$ cat src/rtl/pixel_bit_source.sv
// Pixel bit source for the LED-matrix serializer: sprite bit, colour bit and
// need-level bar colour selected by pixel/bit index, all outputs registered.
module pixel_bit_source #(
    parameter int unsigned NPIX    = 128,
    parameter int unsigned CBITS   = 24,
    parameter int unsigned LOW_LVL = 1
) (
    input  logic                      clk,
    input  logic                      rst,
    input  logic [NPIX/2-1:0]         data,
    input  logic [$clog2(NPIX)-1:0]   pixel_idx,
    input  logic [CBITS-1:0]          color,
    input  logic [4:0]                bit_idx,
    input  logic [2:0]                humedad,
    input  logic [2:0]                nutricion,
    input  logic [2:0]                energia,
    input  logic [2:0]                mantenimiento,
    input  logic [2:0]                cortado,
    output logic                      pixel_active,
    output logic                      color_bit,
    output logic [CBITS-1:0]          need_color,
    output logic                      need_bit,
    output logic                      dataout
);

    localparam int unsigned HALF    = NPIX / 2;
    localparam int unsigned PIX_W   = $clog2(NPIX);
    localparam int unsigned POS_W   = $clog2(HALF);
    localparam int unsigned LVL_W   = 3;
    localparam int unsigned BIDX_W  = 5;

    localparam logic [LVL_W-1:0]  LOW_LVL_W = LVL_W'(LOW_LVL);
    localparam logic [BIDX_W-1:0] CBITS_W   = BIDX_W'(CBITS);
    localparam logic [BIDX_W-1:0] CMSB_W    = BIDX_W'(CBITS - 1);

    localparam logic [CBITS-1:0] COL_BLACK = CBITS'(24'h000000);
    localparam logic [CBITS-1:0] COL_WARN  = CBITS'(24'hFF0000);
    localparam logic [CBITS-1:0] COL_HUM   = CBITS'(24'h0000FF);
    localparam logic [CBITS-1:0] COL_NUT   = CBITS'(24'h00FF00);
    localparam logic [CBITS-1:0] COL_ENE   = CBITS'(24'hFFFF00);
    localparam logic [CBITS-1:0] COL_MAN   = CBITS'(24'hFF00FF);
    localparam logic [CBITS-1:0] COL_COR   = CBITS'(24'h00FFFF);

    // MSB-first bit pick of a colour word; indices past the word read as 0
    function automatic logic pick_bit(input logic [CBITS-1:0] word,
                                      input logic [BIDX_W-1:0] idx);
        logic b;
        b = 1'b0;
        if (idx < CBITS_W) begin
            b = word[CMSB_W - idx];
        end
        return b;
    endfunction

    logic                   sprite_half;
    logic [POS_W-1:0]       pos;
    logic [POS_W-1:0]       sprite_bit_pos;
    logic [2:0]             bar_row;
    logic [2:0]             bar_col;
    logic [LVL_W-1:0]       row_level;
    logic [CBITS-1:0]       row_hue;
    logic                   row_valid;

    logic                   pixel_active_d, pixel_active_q;
    logic                   color_bit_d,    color_bit_q;
    logic [CBITS-1:0]       need_color_d,   need_color_q;
    logic                   need_bit_d,     need_bit_q;
    logic                   dataout_d,      dataout_q;

    assign sprite_half    = (pixel_idx[PIX_W-1] == 1'b0);
    assign pos            = pixel_idx[POS_W-1:0];
    assign sprite_bit_pos = POS_W'(HALF - 1) - pos;
    assign bar_row        = pos[5:3];
    assign bar_col        = pos[2:0];

    // Row to need level and its normal hue; rows past the fifth stay black
    always_comb begin
        row_level = '0;
        row_hue   = COL_BLACK;
        row_valid = 1'b0;
        case (bar_row)
            3'd0: begin row_level = humedad;       row_hue = COL_HUM; row_valid = 1'b1; end
            3'd1: begin row_level = nutricion;     row_hue = COL_NUT; row_valid = 1'b1; end
            3'd2: begin row_level = energia;       row_hue = COL_ENE; row_valid = 1'b1; end
            3'd3: begin row_level = mantenimiento; row_hue = COL_MAN; row_valid = 1'b1; end
            3'd4: begin row_level = cortado;       row_hue = COL_COR; row_valid = 1'b1; end
            default: begin
                row_level = '0;
                row_hue   = COL_BLACK;
                row_valid = 1'b0;
            end
        endcase
    end

    always_comb begin
        pixel_active_d = 1'b0;
        need_color_d   = COL_BLACK;

        if (sprite_half) begin
            pixel_active_d = data[sprite_bit_pos];
        end else if (row_valid && (bar_col < row_level)) begin
            need_color_d = (row_level <= LOW_LVL_W) ? COL_WARN : row_hue;
        end

        color_bit_d = pick_bit(color, bit_idx);
        need_bit_d  = pick_bit(need_color_d, bit_idx);
        dataout_d   = sprite_half ? color_bit_d : need_bit_d;
    end

    always_ff @(posedge clk) begin
        if (rst) begin
            pixel_active_q <= 1'b0;
            color_bit_q    <= 1'b0;
            need_color_q   <= '0;
            need_bit_q     <= 1'b0;
            dataout_q      <= 1'b0;
        end else begin
            pixel_active_q <= pixel_active_d;
            color_bit_q    <= color_bit_d;
            need_color_q   <= need_color_d;
            need_bit_q     <= need_bit_d;
            dataout_q      <= dataout_d;
        end
    end

    assign pixel_active = pixel_active_q;
    assign color_bit    = color_bit_q;
    assign need_color   = need_color_q;
    assign need_bit     = need_bit_q;
    assign dataout      = dataout_q;

endmodule

$ cat config.mk
export PLATFORM = sky130hd
export DESIGN_NAME = pixel_bit_source
export DESIGN_NICKNAME = d
export VERILOG_FILES = /design/src/rtl/pixel_bit_source.sv
export SDC_FILE = /design/constraint.sdc
export NUM_CORES = 1
export LEC_CHECK = 0
export BUFFER_PORTS_ARGS = -buffer_cell sky130_fd_sc_hd__buf_2
export CAP_MARGIN = 20
export CELL_PAD_IN_SITES_DETAIL_PLACEMENT = 1
export CELL_PAD_IN_SITES_GLOBAL_PLACEMENT = 1
export CORE_ASPECT_RATIO = 1.5
export CORE_MARGIN = 3
export CORE_UTILIZATION = 25
export DETAILED_ROUTE_END_ITERATION = 10
export HOLD_SLACK_MARGIN = 0.08
export PLACE_DENSITY_LB_ADDON = 0.3
export SETUP_SLACK_MARGIN = 0.02
export SLEW_MARGIN = 10
export SYNTH_ARGS = -nofsm -noshare
export SYNTH_HDL_FRONTEND = slang
export SYNTH_SLANG_ARGS = --single-unit
$ cat constraint.sdc
create_clock -name clk -period 3.27 [get_ports clk]
set_input_delay 0.327 -clock clk [delete_from_list [all_inputs] [get_ports clk]]
set_output_delay 0.327 -clock clk [all_outputs]
set_load 0.01 [all_outputs]
==> impl.org <==
** Drt
- In this run the remaining antenna-violating nets after routing total 0.
- Drt total wl :: 4951 um
- Number of detailed-routing iterations run before antenna repair :: 4
- Vias per inst :: 4.955
- Detailed-route via count :: 1665
- For this run, design rule violations remaining after detail routing come to 0.
- The detailed router finished its first iteration with 23 violations.
- After detailed routing, the average wire length per cell comes to 14.74 um.

** Logic synthesis
- Sorting the synthesized cells by area gives the leading types as sky130_fd_sc_hd__mux4_2 (29%), sky130_fd_sc_hd__buf_4 (11%), sky130_fd_sc_hd__mux2i_1 (10%), sky130_fd_sc_hd__dfxtp_1 (9.4%), sky130_fd_sc_hd__mux2_2 (4.5%).
- The Yosys step of the flow raised 0 warnings.
- In the synthesized netlist the dominant register cell turns out to be sky130_fd_sc_hd__dfxtp_1.
- Counting flops with an async set or reset pin after synthesis yields a share of 0%.
- Post-synth top area share :: 28.62%
- Most area-hungry cell type in the Yosys netlist :: sky130_fd_sc_hd__mux4_2
- Number of flops mapped to enable cells by yosys :: 0
- The cell area that synthesis handed to floorplanning was 0.001495 mm2.
- By count the netlist is led by sky130_fd_sc_hd__buf_4 (22), sky130_fd_sc_hd__mux4_2 (19), sky130_fd_sc_hd__mux2i_1 (15).
- Synthesis produced 152 cells.
- After synthesis the netlist holds a flip-flop and latch count of 7.
- The share of the Yosys chip area taken by registers is 9.372%.
- Syn_nets :: 272
- Average size of a mapped cell :: 9.837 um2
- sky130_fd_sc_hd__buf_4 is the most common cell in the netlist.
- Counting distinct cell types in the post-synthesis netlist gives 39.

** Clocking
- Post-CTS setup repair buffer count :: 0
- Clock-pin slew was measured on the worst setup and hold paths at 40 ps.
- For this design, the CTS-stage hold fixing added 0 buffers.
- Number of clock sinks :: 7
- Maximum number of buffers from clock root to sink :: 2
- TritonCTS built the clock tree.
- TritonCTS buffer count :: 3
- In this run, post-CTS repair resized a total of 0 instances.
- In this run the number of H-tree levels came out at 1.
- Clock tree synthesis selected as its root buffer the cell sky130_fd_sc_hd__clkbuf_8.

** Global route
- Global router's overall resource usage :: 13.80%
- The initial antenna violation count came to 0.
- Largest net degree at the start of global routing :: 20
- Total grt overflow :: 0
- The first global-routing pass estimated 8031 um of wire.
- Number of global-route vias before repair :: 1727

** Finish
- The layout has 718 filler cells.
- Final #Nets :: 387
- Post-route standard cell area excluding fillers :: 0.002096 mm2
- Summing all flip-flop and latch instances after layout gives 140.1 um2.
- Layout Area Growth over Synthesis :: 40.17%
- Area of the multi-input gates :: 0.001095 mm2
- Finished Layout Cells :: 336
- The number of antenna diodes in the final layout is 0.
- In the final layout, the share of cells above drive strength 1 is 65.79%.

** Setup path
- CP Max Fanout :: 19
- For the worst setup path, the data arrival time is 2440 ps.
- The critical path is of the input pin to flop type.
- Required time at the endpoint of the critical path :: 3400 ps
- The worst setup path is launched from an input pin.
- The worst setup path is captured at a flop.

** Timing
- Transition time of the tightest slew-check pin :: 501.9 ps
- Final count of hold timing violations :: 0
- Portion of the clock cycle consumed by the worst path in the final layout :: 70.78%
- Setup TNS Final :: 0 ps
- The routed design could run at a clock period as short as 2315 ps.
- Measured against its own limit, the worst slew margin works out to 66.54%.
- Final setup vio count :: 0
- The final number of max-transition violations is 0.
- Unrepaired setup endpoints after global routing :: false
- Based on the critical path, the design can be clocked at up to 0.4320 GHz.

** Placement
- Port buffering added 144 buffers.
- Hpwl dp :: 4483 um
- Cell area reported after detailed placement :: 0.002051 mm2
- The congestion estimate from routability-driven global placement came to 0.8039.
- After detailed placement, the design holds a cell count of 332.

** Run status
- Run status :: completed

** Floorplanning
- The region available for standard cell placement spans 0.005615 mm2.
- I/O pin count :: 145
- Die Wd :: 69.15 um
- Overall die height :: 100.7 um
- Starting density of the core :: 26.63%
- Rows :: 33
- The floorplan step defined a die boundary enclosing 0.006964 mm2.

** Run
- Max-cap violations in this run came to 0.

** Pwr
- Static Leak :: 1.074 nW
- PD cells :: 208.8 mW/mm2
- Worst vdd rail ir drop :: 83.48 uV

** Worst hold path
- Worst min-delay path class :: input pin to flop
- Startpoint of the tightest hold check path :: rst
- Number of cells traversed by the worst hold path :: 2
- Worst Hold End :: need_color[22]$_SDFF_PP0_
[logic make-up (layout without fill, tap and decap cells)]
group           after synthesis  in the layout  share of synthesized area [%]
mux                          40             40                          43.18
fa+ha+maj                     3              3                          2.511
flops                         7              7                          9.372
buf+inv                      36            150                          17.41
compound gates               28             28                          12.64
simple gates                 36             36                          13.72
xor+xnor                      2              2                          1.172
[flip-flops by register name, indices dropped and copies added, names as in the netlist]
register,count
dataout,1
need_bit,1
color_bit,1
pixel_active,1
need_color,3
[cell type report]
type                    instances  area share (%)
flip-flops and latches          7           6.687
repair buffers                144           34.39
inverters                       2          0.3582
multi-input cells             109           52.24
clock buffers                   4           2.149
well taps                      70           4.179
[metal layers]
layer	GRT usage, %	vias up	share of wire, %
met2	26.99	102	54
met1	14.73	762	36
met4	2.707	0	0.16
met3	3.593	2	10
li1	-	799	-
met5	0	-	0
[through the flow]
stage / utilization, % / hold WS (ps) / setup WS [ps] / power, mW
4_1_cts: 37.32 / 354.0 / 918.2 / 0.4473
6_report: 37.32 / 358.8 / 955.4 / 0.4376
5_1_grt: 37.32 / 381.5 / 690.8 / 0.4707
2_1_floorplan: - / 403.1 / 825.4 / 0.2379
3_3_place_gp: 36.52 / 585.3 / 784.9 / 0.3207
3_5_place_dp: 36.52 / 591.1 / 692.0 / 0.3243
[worst max path at each step]
stage | from | slack, ps | cells past startpoint | endpoint
6_report | pixel_idx[4] | 960 | 9 | need_color[15]$_SDFF_PP0_
5_1_grt | pixel_idx[4] | 690 | 9 | need_color[15]$_SDFF_PP0_
4_1_cts | pixel_idx[4] | 920 | 9 | need_color[15]$_SDFF_PP0_
3_5_place_dp | pixel_idx[4] | 690 | 9 | need_color[15]$_SDFF_PP0_
3_3_place_gp | pixel_idx[4] | 780 | 9 | need_color[7]$_SDFF_PP0_
2_1_floorplan | pixel_idx[4] | 830 | 9 | need_color[15]$_SDFF_PP0_
[worst max-delay path, stage by stage]
cell and delay, ps:
sky130_fd_sc_hd__buf_2 300, sky130_fd_sc_hd__a211oi_1 90, sky130_fd_sc_hd__a211oi_1 350, sky130_fd_sc_hd__a21oi_1 80, sky130_fd_sc_hd__ha_1 300, sky130_fd_sc_hd__a21oi_1 130, sky130_fd_sc_hd__o21ai_1 100, sky130_fd_sc_hd__a2111o_1 480
sky130_fd_sc_hd__nor4_1 270
[where the power goes]
part / total (mW) / internal [mW] / switching [mW]
Sequential: 0.0921 / 0.0900 / 0.00207
Clock: 0.119 / 0.0841 / 0.0348
Combinational: 0.227 / 0.132 / 0.0951
Total: 0.438 / 0.306 / 0.132
[cell usage in the layout, fill, tap and decap left out, types with 3 or more instances in the layout]
cell	count
sky130_fd_sc_hd__a21oi_1	6
sky130_fd_sc_hd__mux2_2	6
sky130_fd_sc_hd__o21ai_1	3
sky130_fd_sc_hd__nand3_1	3
sky130_fd_sc_hd__a211oi_1	4
sky130_fd_sc_hd__dfxtp_1	7
sky130_fd_sc_hd__nor4_1	4
sky130_fd_sc_hd__mux4_2	19
sky130_fd_sc_hd__clkbuf_8	3
sky130_fd_sc_hd__mux2i_1	15
sky130_fd_sc_hd__o31ai_1	4
sky130_fd_sc_hd__nand3b_1	3
sky130_fd_sc_hd__o21ai_0	4
sky130_fd_sc_hd__buf_2	144
sky130_fd_sc_hd__nor2_1	6
sky130_fd_sc_hd__nand2_1	6
sky130_fd_sc_hd__ha_1	3
(Power assumes the default switching activity.)
